## config.mk

```make
export PLATFORM = sky130hd
export DESIGN_NAME = dmem_arbiter
export DESIGN_NICKNAME = d
export VERILOG_FILES = /design/src/rtl/dmem_arbiter.sv
export SDC_FILE = /design/constraint.sdc
export NUM_CORES = 1
export LEC_CHECK = 0
export CAP_MARGIN = 20
export CELL_PAD_IN_SITES_DETAIL_PLACEMENT = 1
export CELL_PAD_IN_SITES_GLOBAL_PLACEMENT = 2
export CORE_MARGIN = 4
export CORE_UTILIZATION = 26
export DETAILED_ROUTE_END_ITERATION = 10
export DONT_BUFFER_PORTS = 1
export PLACE_DENSITY_LB_ADDON = 0.3
export SYNTH_ARGS = -nofsm -noshare
export SYNTH_HDL_FRONTEND = slang
export SYNTH_SLANG_ARGS = --single-unit
```

## constraint.sdc

```tcl
create_clock -name clock -period 3.9 [get_ports clock]
set_input_delay 0.78 -clock clock [delete_from_list [all_inputs] [get_ports clock]]
set_output_delay 0.78 -clock clock [all_outputs]
set_load 0.05 [all_outputs]
```

## src/rtl/dmem_arbiter.sv

```systemverilog
// Two-port arbiter in front of a single-port DMEM: the pipeline MEM stage (core) and a DMA/debug port.
// Core normally wins; a starvation counter hands DMA exactly one forced grant after STARVE_LIMIT denials.
//
// state     | meaning
// ----------+------------------------------------------------------------
// PRIO_CORE | core wins on conflict; DMA denials are counted
// PRIO_DMA  | DMA wins on conflict; left after one DMA grant or DMA idle

module dmem_arbiter #(
    parameter int ADDR_WIDTH   = 12,
    parameter int WORD_WIDTH   = 16,
    parameter int STARVE_LIMIT = 4
) (
    input  logic                  clock,
    input  logic                  reset,
    input  logic                  core_req,
    input  logic                  core_we,
    input  logic [ADDR_WIDTH-1:0] core_addr,
    input  logic [WORD_WIDTH-1:0] core_wdata,
    output logic                  core_gnt,
    output logic                  core_rvalid,
    output logic [WORD_WIDTH-1:0] core_rdata,
    output logic                  core_stall,
    input  logic                  dma_req,
    input  logic                  dma_we,
    input  logic [ADDR_WIDTH-1:0] dma_addr,
    input  logic [WORD_WIDTH-1:0] dma_wdata,
    output logic                  dma_gnt,
    output logic                  dma_rvalid,
    output logic [WORD_WIDTH-1:0] dma_rdata,
    output logic [ADDR_WIDTH-1:0] mem_rd_addr,
    output logic [ADDR_WIDTH-1:0] mem_wr_addr,
    output logic [WORD_WIDTH-1:0] mem_wr_word,
    output logic                  mem_write_en,
    input  logic [WORD_WIDTH-1:0] mem_rd_word
);

    localparam int CW = $clog2(STARVE_LIMIT + 1);
    localparam logic [CW-1:0] LIMIT = CW'(STARVE_LIMIT);

    typedef enum logic {
        PRIO_CORE = 1'b0,
        PRIO_DMA  = 1'b1
    } state_t;

    state_t          state;
    logic [CW-1:0]   starve_cnt;
    logic [CW-1:0]   starve_nxt;

    always_comb begin
        core_gnt = 1'b0;
        dma_gnt  = 1'b0;
        if (state == PRIO_DMA) begin
            dma_gnt  = dma_req;
            core_gnt = core_req && !dma_req;
        end else begin
            core_gnt = core_req;
            dma_gnt  = dma_req && !core_req;
        end
    end

    assign core_stall = core_req && !core_gnt;

    always_comb begin
        starve_nxt = '0;
        if (dma_req && !dma_gnt)
            starve_nxt = (starve_cnt == LIMIT) ? starve_cnt : starve_cnt + 1'b1;
    end

    // Both DMEM addresses follow the winner; idle cycles drive zeros.
    always_comb begin
        mem_rd_addr  = '0;
        mem_wr_addr  = '0;
        mem_wr_word  = '0;
        mem_write_en = 1'b0;
        if (core_gnt) begin
            mem_rd_addr  = core_addr;
            mem_wr_addr  = core_addr;
            mem_wr_word  = core_wdata;
            mem_write_en = core_we;
        end else if (dma_gnt) begin
            mem_rd_addr  = dma_addr;
            mem_wr_addr  = dma_addr;
            mem_wr_word  = dma_wdata;
            mem_write_en = dma_we;
        end
    end

    always_ff @(posedge clock or negedge reset) begin
        if (!reset) begin
            state       <= PRIO_CORE;
            starve_cnt  <= '0;
            core_rvalid <= 1'b0;
            dma_rvalid  <= 1'b0;
        end else begin
            starve_cnt  <= starve_nxt;
            core_rvalid <= core_gnt && !core_we;
            dma_rvalid  <= dma_gnt && !dma_we;
            case (state)
                PRIO_CORE: if (starve_nxt == LIMIT) state <= PRIO_DMA;
                PRIO_DMA:  if (dma_gnt || !dma_req) state <= PRIO_CORE;
                default:   state <= PRIO_CORE;
            endcase
        end
    end

    // DMEM returns the word one cycle after its address, which lines up with rvalid.
    assign core_rdata = core_rvalid ? mem_rd_word : '0;
    assign dma_rdata  = dma_rvalid  ? mem_rd_word : '0;

endmodule

```

==> out/metrics.csv <==
stage,metric,value,unit
logic_synthesis,Synth Instances,112,
worst_setup_path,crit path buf inv count,0,
layout,layout cell share with drive strength beyond 1,0.183,
worst_setup_path,CP arrival,1.96,ns
grt,first-pass GRT wire length,4380,µm
worst_setup_path,Crit path depth,2,
worst_setup_path,CP Launch Type,input port,
timing,Period minus WS final,2.74,ns
routing,post-DR wirelength/cell,21.0,µm
routing,Routed WL,3210,µm
power_and_ir_drop,power per cell area,390,nW/µm²
power_and_ir_drop,Peak VDD IR,0.104,mV
cts,clock-pin transition on the worst setup and hold timing paths,0.05,ns
worst_hold_path,Hold WC Path Type,input port to async pin,
routing,DRC Markers,0,
timing,worst slew pin tran,0.759,ns
timing,Slew HR,0.494,
place,GPL Wtd Cong,0.673,
logic_synthesis,synth top area cells,"a22o_1, and2_1, dfrtp_1",
outcome,status,"finished, final reports clean",
grt,largest net degree at the start of global routing,32,
layout,Antenna diodes,0,
layout,Register Area,150,µm²
layout,multi-input logic area,606,µm²
place,PortBufs,0,
worst_setup_path,r2r worst-path depth,3,
logic_synthesis,cell taking the most area after synthesis,a22o_1,
cts,clk root buf,clkbuf_4,
place,DP HPWL,2900,µm
routing,Vias,874,
logic_synthesis,synth unique cells,20,
worst_setup_path,Worst path max stage delay,0.59,ns
floorplan,die height,66.5,µm
worst_setup_path,required time of the critical path,3.12,ns
floorplan,die width,66.5,µm
cts,CTS sink count,6,
logic_synthesis,sequential element share of the synthesized area,0.169,
routing,drt first pass iters,4,
logic_synthesis,syn_nets,192,
worst_setup_path,Crit path max-delay family,compound AO/OA/AOI/OAI gates,
timing,period utilization,0.703,
worst_setup_path,R2R setup slack,2.49,ns
floorplan,I/O pins,156,
worst_setup_path,Critical Setup Path Class,input port to primary output,
floorplan,Site Rows,20,
routing,Final ANT Viol Nets,0,
logic_synthesis,synthesis warning total,0,
grt,GRT Overall Usage,0.128,
timing,Final setup viols,0,
cts,CTS tree,done,
logic_synthesis,Yosys reg bits,6,
cts,PostCTS Resize Cnt,0,
layout,fill cell count,406,
layout,final instance count without filler cells,153,
logic_synthesis,Mean Syn Cell Area,7.95,µm²
layout,nets,191,
floorplan,Initial Util,0.283,
timing,RSZ-0062 raised after global routing,false,
timing,Fmax,365,MHz
worst_setup_path,CP cell instances,a21boi_4 -> a22o_1,
power_and_ir_drop,leakage,0.459,nW
floorplan,core footprint,3150,µm²
grt,vias in the first global route,904,
timing,TNS Setup,0,ns
logic_synthesis,top-area cell type share of the netlist area,0.285,
floorplan,die area,4430,µm²
logic_synthesis,Mapped Area,891,µm²
cts,Hold Buf Count CTS,0,
power_and_ir_drop,total power,0.372,mW
timing,max-slew violations,0,
cts,setup bufs post-CTS,0,
cts,total clock buffers created by CTS,3,
cts,Max clock buf depth,2,
worst_setup_path,Worst path slowest cell,a21boi_4,
worst_setup_path,Crit Path Max Fanout,31,
routing,drt initial violations,33,
cts,htree depth,1,
timing,Setup Skew,0.00628,ns
routing,Vias/cell,5.71,
cts,clock latency on the worst-skew pair,0.25,ns
worst_setup_path,CP Capture Type,primary output,
layout,synthesis-to-finish area growth,7.02,%
timing,Final Hold Vio Count,0,
flow_run,Max-cap violations,0,
grt,Congestion Overflow GR,0,
place,Placed Cells,150,
grt,antenna violations before repair,0,
-- path summary, 6_finish.rpt --
kind | from | to
max | dma_req | mem_wr_word[3]
min | reset | starve_cnt[2]
max reg2reg | state | dma_rvalid
min reg2reg | starve_cnt[2] | starve_cnt[2]
max in group asynchronous | reset | core_rvalid
min in group clock | dma_we | dma_rvalid
-- power by group --
group / internal, mW / total (mW) / switching (mW)
registers: 0.0645 / 0.0724 / 0.00790
clock network: 0.0349 / 0.0581 / 0.0232
logic: 0.0420 / 0.241 / 0.199
-- layout by cell type, fill, tap and decap left out, drive strengths merged, types with 2 or more instances in the layout --
master	count
nor2	5
a22o	29
inv	4
and2	32
dfrtp	6
and3	2
clkbuf	3
buf	14
nor3	2
ha	2
nor2b	2
a21boi	2
-- routing by layer --
layer	GRT usage	routed length, µm
met2	0.235	1680
met4	0.0457	19
met1	0.127	949
met5	0	0
met3	0.0556	558
-- registers in the layout, indices dropped and copies added (netlist names) --
signal       flops
starve_cnt       3
core_rvalid      1
state            1
dma_rvalid       1
-- Yosys cell counts --
cell,number
inv_2,1
and2_1,32
and2b_1,1
nor3b_1,1
nor2b_1,2
nand2_1,1
nor2_1,5
inv_1,3
ha_1,2
a21boi_2,2
buf_4,15
buf_2,3
nand3_1,1
clkbuf_1,2
dfrtp_1,6
nor3_1,2
a21oi_1,1
a22o_1,29
nor4_1,1
and3_1,2
-- area by class of cell --
| type | instances | share of cell area |
|---|---|---|
| clock buffer | 3 | 0.0236 |
| inverter | 4 | 0.0157 |
| multi-input combinational | 82 | 0.635 |
| sequential | 6 | 0.157 |
| tap | 44 | 0.0577 |
| timing repair buffer | 14 | 0.110 |
-- cell families (layout without fill, tap and decap cells) --
family,count (synthesis),after routing,share of synthesized area
simple gates,48,48,0.319
compound gates,32,32,0.316
buf+inv,24,21,0.169
flops,6,6,0.169
fa+ha+maj,2,2,0.0281
-- through the flow --
step	hold WS, ns	cell area [µm²]	utilization	setup WS, ns
finish	0.225	953	0.302	1.16
global route	0.201	953	0.302	1.03
CTS	0.213	953	0.302	1.14
detailed placement	0.485	931	0.295	1.13
global placement	0.485	931	0.295	1.19
floorplan	0.484	891	-	1.02
No activity file was read; power rests on OpenSTA's default activity.
